**config.mk**
```make
export PLATFORM = sky130hd
export DESIGN_NAME = sccb_responder
export DESIGN_NICKNAME = d
export VERILOG_FILES = /design/src/rtl/sccb_responder.sv
export SDC_FILE = /design/constraint.sdc
export NUM_CORES = 1
export LEC_CHECK = 0
export CORE_MARGIN = 3
export CORE_UTILIZATION = 45
export DETAILED_ROUTE_END_ITERATION = 8
export PLACE_DENSITY = 0.72
export SYNTH_ARGS = -nofsm -noshare
export SYNTH_HDL_FRONTEND = slang
export SYNTH_SLANG_ARGS = --single-unit
```
**constraint.sdc**
```tcl
create_clock -name clk -period 3.2 [get_ports clk]
set_clock_uncertainty 0.2 [all_clocks]
set_input_delay 0.48 -clock clk [delete_from_list [all_inputs] [get_ports clk]]
set_output_delay 0.48 -clock clk [all_outputs]
set_load 0.005 [all_outputs]
```
**src/rtl/sccb_responder.sv**
```systemverilog
// sccb_responder: SCCB/I2C target exposing a 16-bit register pointer and strobe-based register file port.
// Bus inputs are synchronized and edge-decoded; all protocol work happens on decoded SCL edges.
module sccb_responder #(
  parameter logic [6:0] DEV_ADDR    = 7'h36,
  parameter int         SYNC_STAGES = 2
) (
  input  logic        clk,
  input  logic        rstn,
  input  logic        scl,
  input  logic        sda_in,
  output logic        sda_oe,
  output logic [15:0] reg_addr,
  output logic [7:0]  reg_wdata,
  output logic        reg_we,
  output logic        reg_re,
  input  logic [7:0]  reg_rdata,
  output logic        busy
);
  typedef enum logic [3:0] {
    IDLE, DEV, DEV_ACK, AH, AH_ACK, AL, AL_ACK, WR, WR_ACK, RD, RD_ACK, IGNORE
  } state_e;
  state_e                 state_q;
  logic [SYNC_STAGES-1:0] scl_sy_q, sda_sy_q;
  logic                   scl_h_q, sda_h_q, rise_q, fall_q, start_q, stop_q, bit_q;
  logic [6:0]             sr_q;
  logic [2:0]             cnt_q;
  logic                   ph_q, rw_q, load_q;
  logic [7:0]             sh_q;
  logic                   scl_s, sda_s;
  logic [7:0]             byte_w;
  assign scl_s  = scl_sy_q[SYNC_STAGES-1];
  assign sda_s  = sda_sy_q[SYNC_STAGES-1];
  assign byte_w = {sr_q, bit_q};
  // Decoded events are registered so bit_q is the SDA level seen at the detected edge.
  always_ff @(posedge clk or negedge rstn) begin
    if (!rstn) begin
      scl_sy_q <= '1;
      sda_sy_q <= '1;
      scl_h_q  <= 1'b1;
      sda_h_q  <= 1'b1;
      rise_q   <= 1'b0;
      fall_q   <= 1'b0;
      start_q  <= 1'b0;
      stop_q   <= 1'b0;
      bit_q    <= 1'b1;
    end else begin
      scl_sy_q <= {scl_sy_q[SYNC_STAGES-2:0], scl};
      sda_sy_q <= {sda_sy_q[SYNC_STAGES-2:0], sda_in};
      scl_h_q  <= scl_s;
      sda_h_q  <= sda_s;
      rise_q   <= scl_s & ~scl_h_q;
      fall_q   <= ~scl_s & scl_h_q;
      start_q  <= scl_s & scl_h_q & sda_h_q & ~sda_s;
      stop_q   <= scl_s & scl_h_q & ~sda_h_q & sda_s;
      bit_q    <= sda_s;
    end
  end
  always_ff @(posedge clk or negedge rstn) begin
    if (!rstn) begin
      state_q   <= IDLE;
      sda_oe    <= 1'b0;
      reg_addr  <= 16'h0000;
      reg_wdata <= 8'h00;
      reg_we    <= 1'b0;
      reg_re    <= 1'b0;
      busy      <= 1'b0;
      sr_q      <= 7'd0;
      cnt_q     <= 3'd0;
      ph_q      <= 1'b0;
      rw_q      <= 1'b0;
      load_q    <= 1'b0;
      sh_q      <= 8'h00;
    end else begin
      reg_we <= 1'b0;
      reg_re <= 1'b0;
      load_q <= 1'b0;
      if (reg_re) sh_q <= reg_rdata;
      // First read byte: the launching fall has passed, so drive its MSB as soon as data lands.
      if (load_q) sda_oe <= ~reg_rdata[7];
      if (start_q) begin
        state_q <= DEV;
        sda_oe  <= 1'b0;
        cnt_q   <= 3'd0;
        ph_q    <= 1'b0;
      end else if (stop_q) begin
        state_q <= IDLE;
        sda_oe  <= 1'b0;
        busy    <= 1'b0;
        cnt_q   <= 3'd0;
        ph_q    <= 1'b0;
      end else if (rise_q) begin
        if (state_q inside {DEV, AH, AL, WR}) begin
          sr_q  <= byte_w[6:0];
          cnt_q <= cnt_q + 3'd1;
          if (cnt_q == 3'd7) begin
            case (state_q)
              DEV: begin
                rw_q    <= bit_q;
                busy    <= byte_w[7:1] == DEV_ADDR;
                state_q <= byte_w[7:1] == DEV_ADDR ? DEV_ACK : IGNORE;
              end
              AH: begin
                reg_addr[15:8] <= byte_w;
                state_q        <= AH_ACK;
              end
              AL: begin
                reg_addr[7:0] <= byte_w;
                state_q       <= AL_ACK;
              end
              default: begin
                reg_wdata <= byte_w;
                reg_we    <= 1'b1;
                state_q   <= WR_ACK;
              end
            endcase
          end
        end else if (state_q == RD) begin
          cnt_q   <= cnt_q + 3'd1;
          state_q <= cnt_q == 3'd7 ? RD_ACK : RD;
        end else if (state_q == RD_ACK) begin
          if (bit_q) state_q <= IGNORE;
          else begin
            reg_addr <= reg_addr + 16'd1;
            reg_re   <= 1'b1;
            state_q  <= RD;
          end
        end else if (state_q inside {DEV_ACK, AH_ACK, AL_ACK, WR_ACK}) ph_q <= 1'b1;
      end else if (fall_q) begin
        if (state_q inside {DEV_ACK, AH_ACK, AL_ACK, WR_ACK}) begin
          if (!ph_q) sda_oe <= 1'b1;
          else begin
            sda_oe  <= 1'b0;
            ph_q    <= 1'b0;
            cnt_q   <= 3'd0;
            state_q <= state_q == DEV_ACK ? (rw_q ? RD : AH) : state_q == AH_ACK ? AL : WR;
            if (state_q == WR_ACK) reg_addr <= reg_addr + 16'd1;
            if (state_q == DEV_ACK && rw_q) begin
              reg_re <= 1'b1;
              load_q <= 1'b1;
            end
          end
        end else if (state_q == RD) sda_oe <= ~sh_q[~cnt_q];
        else sda_oe <= 1'b0;
      end
    end
  end
endmodule
```
==> summary.txt <==
Critical path
  • Max incr delay on CP: 0.52 ns
  • Crit path DAT: 2.60 ns
  • Kind of critical path: reg2reg
  • CP startpoint kind: flip-flop
  • Critical path endpoint category: flip-flop
  • Critical Path RT: 3.23 ns
  • CP max FO: 16
  • Slowest-stage cell, CP: or4_4
  • Worst path cell trace: or3b_1, or4_4, a22oi_4, o21ai_1, a22o_1

Routing
  • DRT iter0 DRCs: 144
  • Total number of vias: 2,475
  • Drt drc: 0
  • Vias per cell: 5.92
  • Post-Route WL: 6810 um
  • Routed length per placed instance: 16.3 um
  • DR pass1 iterations: 4
  • Antenna-violating nets left: 0

CTS
  • CTS tree: done
  • Post-CTS Setup Inserts: 0
  • CTS H-tree depth: 3
  • Clock Tree Buf Depth: 2
  • Sink Count: 63
  • CTS Root Cell: clkbuf_8
  • Number of buffers created by CTS: 9
  • Clock transition at path regs: 0.07 ns
  • Post-CTS Resized: 0
  • Worst-Skew Late Latency: 0.34 ns

STA
  • Worst Tran Pin Value: 0.871 ns
  • Setup TNS: 0 ns
  • Relative slew slack: 0.414
  • Fmax: 0.389 GHz
  • Final worst path period need: 2.57 ns
  • Final Hold Vio Count: 0
  • Final setup viols: 0
  • Max-slew violation count: 0
  • RSZ-0062 raised after global routing: false
  • Final worst-path cycle share: 0.803

Pwr
  • Seq pwr share: 0.480
  • Clk network pwr share: 0.287
  • Switching Fraction: 0.327
  • Psw: 0.000753 W
  • Maximum vdd drop: 0.483 mV
  • PwrDens: 611 nW/um2
  • P_leak: 1.59 nW
  • Internal power: 0.00155 W
  • Gate power share: 0.233

Cells and area
  • Area Overhead vs Synth: 20.7%
  • Layout cells sized above 1: 0.191
  • ANT cells: 0
  • Nets: 351
  • Number of fillers in the final layout: 572
  • Commonest non-fill, non-tap cell in the layout: dfrtp_1
  • Finished Core Util: 0.576
  • Layout Cell Area excl Fill: 3760 um2
  • Most frequent cells in the layout: dfrtp_1, clkdlybuf4s50_1, mux2_2

Synthesis
  • Syn Nets: 310
  • Post-synth cell types: 51
  • Syn Std Cell Area: 3120 um2
  • Ys async rst share: 1.00
  • Top post-synthesis cells by area: dfrtp_1, mux2_2, dfstp_2, a21oi_1, o21ai_0
  • Area leader, netlist: dfrtp_1
  • Syn avg cell area: 10.6 um2
  • Number of synthesized flops with an enable pin: 0
  • Yosys Warn Count: 0
  • Share of the synthesized area in the top cell type: 0.457
  • Sequential element share of the synthesized area: 0.508
  • Post-synthesis instance total: 295
  • Synth Register Bits: 63
  • Post-synth top flop: dfrtp_1

GRT
  • Global Route Usage Sum: 0.185
  • Initial antenna violation count: 0
  • First-pass GRT wire length: 11,100 um
  • Grt ovf: 0
  • Vias in the first global route: 2,325
  • Pin count of the biggest net entering global routing: 33

Placement
  • Number of port buffers: 39
  • Final RePlAce weighted congestion: 0.850
  • DP Wirelength: 4850 um
  • Placed inst area: 3560 um2

Floorplan
  • Cell Rows: 29
  • Initial core utilization: 0.478
  • Die W: 89.3 um
  • Top Ports: 40
  • Die footprint: 7970 um2
  • Die height: 89.3 um
  • CORE AREA: 6530 um2

Hold path
  • Min-delay worst type: reg2reg

Run
  • MaxCap Viol Count: 0

Outcome
  • Status: finished, final reports clean
-- cell families (layout without fill, tap and decap cells) --
group | after synthesis | count (layout) | synth area share
buffers and inverters | 21 | 67 | 0.0309
AND/OR/NAND/NOR | 91 | 91 | 0.154
flip-flops | 63 | 63 | 0.508
adder cells (fa/ha/maj) | 3 | 3 | 0.0120
AO/OA/AOI/OAI | 85 | 85 | 0.173
multiplexers | 32 | 32 | 0.122
-- per-layer routing --
| layer | vias to the layer above | global-route usage | routed length (um) |
|---|---|---|---|
| met5 | - | 0 | 0 |
| met4 | 0 | 0.0758 | 82 |
| met3 | 10 | 0.0488 | 472 |
| met2 | 95 | 0.275 | 3170 |
| met1 | 1198 | 0.256 | 3080 |
| li1 | 1172 | - | - |
-- flip-flops by register name, indices dropped and copies added (netlist names), 2 cells and up --
signal     count
scl_sy_q       2
state_q        4
cnt_q          3
sr_q           7
sh_q           8
reg_wdata      8
sda_sy_q       2
reg_addr      16
-- cells in the mapped netlist, types with 5 or more instances --
cell type,n
a21oi_1,20
a22o_1,6
clkbuf_1,10
dfrtp_1,57
dfstp_2,6
inv_1,6
mux2_2,28
nand2_1,21
nand3_1,10
nor2_1,16
nor2b_1,5
nor3_1,7
o21ai_0,20
o21ai_1,10
o31ai_1,5
-- critical path: cells and delay by family, from the launching register on --
family | cells | cell delay [ns]
AND/OR/NAND/NOR | 2 | 0.96
flip-flops | 1 | 0.50
AO/OA/AOI/OAI | 3 | 0.80
-- metrics by stage --
step,hold WS (ns),power [W],worst slack [ns],instances
floorplan,-0.0156,0.00145,0.959,295
global placement,0.147,0.00164,0.696,401
detailed placement,0.148,0.00165,0.635,401
CTS,0.159,0.00232,0.631,418
global route,0.161,0.00244,0.511,418
finish,0.155,0.00230,0.630,418
-- cell type report --
type	count	area [um2]	share of cell area
Sequential cell	63	1580	0.421
Multi-Input combinational cell	211	1440	0.382
Timing Repair Buffer	45	433	0.115
Clock buffer	10	128	0.0339
Tap cell	77	96.3	0.0256
Clock inverter	6	62.6	0.0166
Inverter	6	22.5	0.00598
-- power groups by stage --
stage               registers (W)  logic (W)  clock network (W)
CTS                       0.00110   0.000536           0.000680
floorplan                 0.00103   0.000424                  0
detailed placement        0.00111   0.000533                  0
finish                    0.00110   0.000537           0.000661
global placement          0.00111   0.000528                  0
global route              0.00113   0.000595           0.000718
-- path summary, 6_finish.rpt --
kind / slack (ns) / cells after the start / end / from
worst min register to register: 0.15 / 0 / sda_sy_q[1] / sda_sy_q[0]
worst min-delay path: 0.15 / 0 / sda_sy_q[1] / sda_sy_q[0]
worst max-delay path: 0.63 / 5 / reg_addr[15] / state_q[1]
max in group asynchronous: 1.97 / 3 / sda_sy_q[0] / rstn
min in group asynchronous: 0.51 / 3 / reg_wdata[2] / rstn
worst max register to register: 0.63 / 5 / reg_addr[15] / state_q[1]
-- repair_timing --
action | CTS | global route
endpoints found under the hold margin | 57 | 0
hold buffers | 1 | 0
setup endpoints to repair | 0 | 0
No activity file was read; power rests on OpenSTA's default activity.
==> variant 1 (same flow settings) <==
Set the parameter `SYNC_STAGES` to 4 (it was 2).
--- a/src/rtl/sccb_responder.sv
+++ b/src/rtl/sccb_responder.sv
@@ -2,7 +2,7 @@
 // Bus inputs are synchronized and edge-decoded; all protocol work happens on decoded SCL edges.
 module sccb_responder #(
   parameter logic [6:0] DEV_ADDR    = 7'h36,
-  parameter int         SYNC_STAGES = 2
+  parameter int         SYNC_STAGES = 4
 ) (
   input  logic        clk,
   input  logic        rstn,
Function: no difference found for any inputs over 10 cycles, from zero or initial values and one cycle with rstn low; that may be too few to reach the edited logic, so the function may still have changed.
==> variant 1 against the original RTL <==
Final area increased by 3.9%. Cell count increased by 8.6%. Synthesized area increased by 4.9%. First-iteration DRC count increased by 85%. Worst hold slack got worse by 0.076 ns. Sequential power increased by 22%. Sequential cell count increased by 4. Combinational power increased by 33%. Critical path depth unchanged. Power increased by 20%. Routed wire length increased by 5.0%. Setup slack improved by 0.0067 ns. Critical endpoint is now reg_addr[14]$_DFFE_PN0P_. Highest routed layer unchanged.
==> variant 1: results (changes against the original RTL) <==
<table>
<tr><th>Metric</th><th>Value</th></tr>
<tr><th colspan="2">Run status</th></tr>
<tr><td>Run status</td><td>finished, final reports clean</td></tr>
<tr><th colspan="2">Critical path</th></tr>
<tr><td>Launch point of the worst reg-to-reg path</td><td>state_q[3]$_DFFE_PN0P_</td></tr>
<tr><td>Crit path arrival time</td><td>2.59 ns (about the same)</td></tr>
<tr><td>End of the worst register-to-register path</td><td>reg_addr[14]$_DFFE_PN0P_</td></tr>
<tr><td>Maximum single-stage delay on the critical path</td><td>0.64 ns (+0.12 ns)</td></tr>
<tr><th colspan="2">Min path</th></tr>
<tr><td>Hold crit path type</td><td>primary input to asynchronous set/reset pin</td></tr>
<tr><th colspan="2">Power</th></tr>
<tr><td>Leakage power total</td><td>1.693 nW (+6.7%)</td></tr>
<tr><td>Combinational power share</td><td>25.8% (+2.5 points)</td></tr>
<tr><th colspan="2">Yosys</th></tr>
<tr><td>Mux share of post-synthesis cell area</td><td>8.524% (-3.7 points)</td></tr>
<tr><td>Ranking of synthesized cells by instance count</td><td>57 x dfrtp_1, 42 x nand2_1, 20 x nor2_1</td></tr>
<tr><td>Combinational family with the most area after synthesis</td><td>simple AND/OR/NAND/NOR gates</td></tr>
<tr><td>Xor/xnor cell area share of the yosys netlist</td><td>0.2676% (+0.27 points)</td></tr>
<tr><td>Cell types with the largest area share after synthesis</td><td>dfrtp_1 44%, dfstp_2 8.0%, mux2_2 6.5%, nand2_1 4.8%, a21oi_1 2.9%</td></tr>
<tr><td>Compound-Gate Fraction of Synth Area</td><td>15.29% (-2.0 points)</td></tr>
<tr><td>Number of unique standard cell types used by synthesis</td><td>56 (+9.8%)</td></tr>
<tr><th colspan="2">Global routing</th></tr>
<tr><td>Most crowded layer after global routing</td><td>met1</td></tr>
<tr><td>All-layer global routing usage</td><td>18.61% (+0.15 points)</td></tr>
<tr><td>Global-route wire length before repair</td><td>12.22 mm (+9.8%)</td></tr>
<tr><td>Met2 layer usage reported by global route</td><td>26.12% (-1.4 points)</td></tr>
<tr><td>Number of global-route vias before repair</td><td>2431 (+4.6%)</td></tr>
<tr><th colspan="2">Cells and area</th></tr>
<tr><td>Fill cells</td><td>615 (+7.5%)</td></tr>
<tr><td>Count of nets after finishing</td><td>368 (+4.8%)</td></tr>
<tr><th colspan="2">Drt</th></tr>
<tr><td>Routed via count</td><td>2564 (+3.6%)</td></tr>
<tr><td>Number of DRC markers after the initial detailed-route iteration</td><td>266 (+85%)</td></tr>
<tr><th colspan="2">Placement</th></tr>
<tr><td>Post-DP HPWL</td><td>4.865 mm (+0.39%)</td></tr>
<tr><td>Pre-CTS setup slack</td><td>0.6973 ns (+0.06276 ns)</td></tr>
<tr><th colspan="2">Timing</th></tr>
<tr><td>Transition time at the pin with the least slew margin</td><td>0.9543 ns (+0.08376 ns)</td></tr>
</table>
variant 1: metal layers:
| metal | part of all wire, % | up-vias |
|---|---|---|
| li1 | - | 1220 |
| met1 | 47 | 1248 |
| met2 | 45 | 80 |
| met3 | 6.4 | 16 |
| met4 | 2.2 | 0 |
| met5 | 0 | - |
variant 1: final cells by class:
class                           instances  share of cell area [%]
Multi-Input combinational cell        227                   37.59
Clock buffer                           10                   3.519
Inverter                                6                  0.5758
Sequential cell                        67                   43.19
Clock inverter                          6                   1.631
Tap cell                               96                   3.071
Timing Repair Buffer                   42                   10.43
variant 1: per-stage QoR:
stage,instances,hold WS (ns),util [%]
finish,454,0.07925,56.63
floorplan,317,-0.01559,-
detailed placement,438,0.1481,53.71
global route,454,0.1247,56.63
global placement,438,0.1464,53.71
CTS,454,0.08863,56.63
variant 1: cells by family after synthesis:
family,count (synthesis)
xor gates and xnor gates,1
adders and majority gates,3
buffers and inverters,23
DFF,67
and+or+nand+nor,124
AOI/OAI and AO/OA,76
muxes,23
variant 1: how the worst max path moves through the flow:
stage          slack [ns]              startpoint                  endpoint
2_1_floorplan        1.01    cnt_q[0]$_DFFE_PN0P_   reg_addr[8]$_DFFE_PN0P_
3_3_place_gp         0.78  state_q[3]$_DFFE_PN0P_  reg_addr[14]$_DFFE_PN0P_
3_5_place_dp         0.70  state_q[3]$_DFFE_PN0P_  reg_addr[14]$_DFFE_PN0P_
4_1_cts              0.68  state_q[3]$_DFFE_PN0P_  reg_addr[14]$_DFFE_PN0P_
5_1_grt              0.47  state_q[3]$_DFFE_PN0P_  reg_addr[14]$_DFFE_PN0P_
6_report             0.64  state_q[3]$_DFFE_PN0P_  reg_addr[14]$_DFFE_PN0P_
==> variant 2 (config.mk and constraints unchanged) <==
Made on the original files. Make the reset (`rstn`) synchronous in 2 clocked blocks.
--- a/src/rtl/sccb_responder.sv
+++ b/src/rtl/sccb_responder.sv
@@ -32,7 +32,7 @@
   assign sda_s  = sda_sy_q[SYNC_STAGES-1];
   assign byte_w = {sr_q, bit_q};
   // Decoded events are registered so bit_q is the SDA level seen at the detected edge.
-  always_ff @(posedge clk or negedge rstn) begin
+  always_ff @(posedge clk) begin
     if (!rstn) begin
       scl_sy_q <= '1;
       sda_sy_q <= '1;
@@ -55,7 +55,7 @@
       bit_q    <= sda_s;
     end
   end
-  always_ff @(posedge clk or negedge rstn) begin
+  always_ff @(posedge clk) begin
     if (!rstn) begin
       state_q   <= IDLE;
       sda_oe    <= 1'b0;
Formal check against the unedited RTL: same outputs for any inputs over 10 cycles, from zero or initial values and one cycle with rstn low; that may be too few to reach the edited logic, so the function may still have changed.
==> variant 2 against the original RTL <==
Synthesized cell count up 25%. Sequential cell count stayed put. Synthesized area is 0.60% higher. Cell count rose by 19%. Via count increased by 15%. Final area shrank 0.37%. Global-route usage grew 1.9 points. Setup slack lost 0.16 ns. Routed wire length increased by 14%. Critical path type unchanged. Critical endpoint is now reg_addr[9]$_SDFFE_PN0P_. Highest routed layer unchanged.
Power is not compared: it rests on default switching activity, and its combinational part moved more than twofold at a synthesized area within 25%.
==> variant 2: results (changes against the original RTL) <==
<table>
<tr><th>Metric</th><th>Value</th></tr>
<tr><th colspan="2">Run status</th></tr>
<tr><td>Run status</td><td>finished, final reports clean</td></tr>
<tr><th colspan="2">Placement</th></tr>
<tr><td>Post-DP HPWL</td><td>5.473 mm (+13%)</td></tr>
<tr><td>Gpl congestion</td><td>0.9014 (+6.1%)</td></tr>
<tr><td>Pre-CTS setup slack</td><td>0.4941 ns (-0.1405 ns)</td></tr>
<tr><th colspan="2">Critical path</th></tr>
<tr><td>Slowest CP cell</td><td>or3_1</td></tr>
<tr><td>Max Fanout on Critical Path</td><td>18 (+2)</td></tr>
<tr><td>Crit path arrival time</td><td>2.76 ns (+0.16 ns)</td></tr>
<tr><td>Launch point of the worst reg-to-reg path</td><td>cnt_q[0]$_SDFFE_PP0P_</td></tr>
<tr><td>Register-to-register setup slack</td><td>0.47 ns (-0.16 ns)</td></tr>
<tr><td>Maximum single-stage delay on the critical path</td><td>0.59 ns (+0.07 ns)</td></tr>
<tr><th colspan="2">Cells and area</th></tr>
<tr><td>Number of clock buffer instances in the layout</td><td>9 (-1)</td></tr>
<tr><td>#MultiIn Comb</td><td>271 (+28%)</td></tr>
<tr><td>Count of nets after finishing</td><td>413 (+18%)</td></tr>
<tr><td>Ratio of cells with drive above 1 in the final layout</td><td>7.444% (-12 points)</td></tr>
<tr><td>Flip-flop and latch share of the layout cell area</td><td>33.62% (-8.5 points)</td></tr>
<tr><th colspan="2">Timing</th></tr>
<tr><td>Worst slew margin relative to its limit</td><td>58.36% (+17 points)</td></tr>
<tr><td>Smallest hold slack</td><td>0.2097 ns (+0.05486 ns)</td></tr>
<tr><th colspan="2">Global routing</th></tr>
<tr><td>Global-route wire length before repair</td><td>12.61 mm (+13%)</td></tr>
<tr><td>Number of global-route vias before repair</td><td>2531 (+8.9%)</td></tr>
<tr><td>All-layer global routing usage</td><td>20.32% (+1.9 points)</td></tr>
<tr><th colspan="2">Yosys</th></tr>
<tr><td>Cell types with the largest area share after synthesis</td><td>dfxtp_1 40%, mux2i_1 7.0%, nand2_1 6.3%, nor2_1 4.8%, o221a_1 3.2%</td></tr>
<tr><td>Number of unique standard cell types used by synthesis</td><td>56 (+9.8%)</td></tr>
<tr><th colspan="2">Min path</th></tr>
<tr><td>Hold Path Stages</td><td>1 (+1)</td></tr>
<tr><td>Startpoint of the lowest-slack hold path</td><td>sda_sy_q[0]$_SDFF_PN1_</td></tr>
<tr><th colspan="2">Drt</th></tr>
<tr><td>Met2 routed WL</td><td>3.478 mm (+9.6%)</td></tr>
<tr><td>Routed metal-1 wirelength</td><td>3.744 mm (+22%)</td></tr>
<tr><td>Routed length on met3</td><td>464 um (-1.7%)</td></tr>
<tr><td>Number of DRC markers after the initial detailed-route iteration</td><td>203 (+41%)</td></tr>
</table>
[variant 2: logic make-up (layout without fill, tap and decap cells)]
logic type	after synthesis	after routing	synth area share, %
AND/OR/NAND/NOR	167	167	26.52
AO/OA/AOI/OAI	76	76	17.98
flip-flops	63	63	40.19
buffers and inverters	36	69	5.383
multiplexers	24	24	8.453
adder cells (fa/ha/maj)	3	3	1.196
XOR/XNOR	1	1	0.2792
[variant 2: where the power goes]
part | switching (mW) | internal, mW | total, mW | leakage [nW]
registers | 0.00522 | 0.788 | 0.794 | 0.509
clock network | 0.327 | 0.361 | 0.688 | 0.0956
logic | 0.0264 | 0.0226 | 0.0491 | 0.668
[variant 2: through the flow]
stage	power [mW]	std cells	utilization, %	cell area (sq um)
6_report	1.531	496	57.12	3751
5_1_grt	1.580	496	57.12	3751
4_1_cts	1.543	496	57.12	3751
3_5_place_dp	0.8608	480	54.12	3555
3_3_place_gp	0.8607	480	54.12	3555
2_1_floorplan	0.8375	370	-	3138
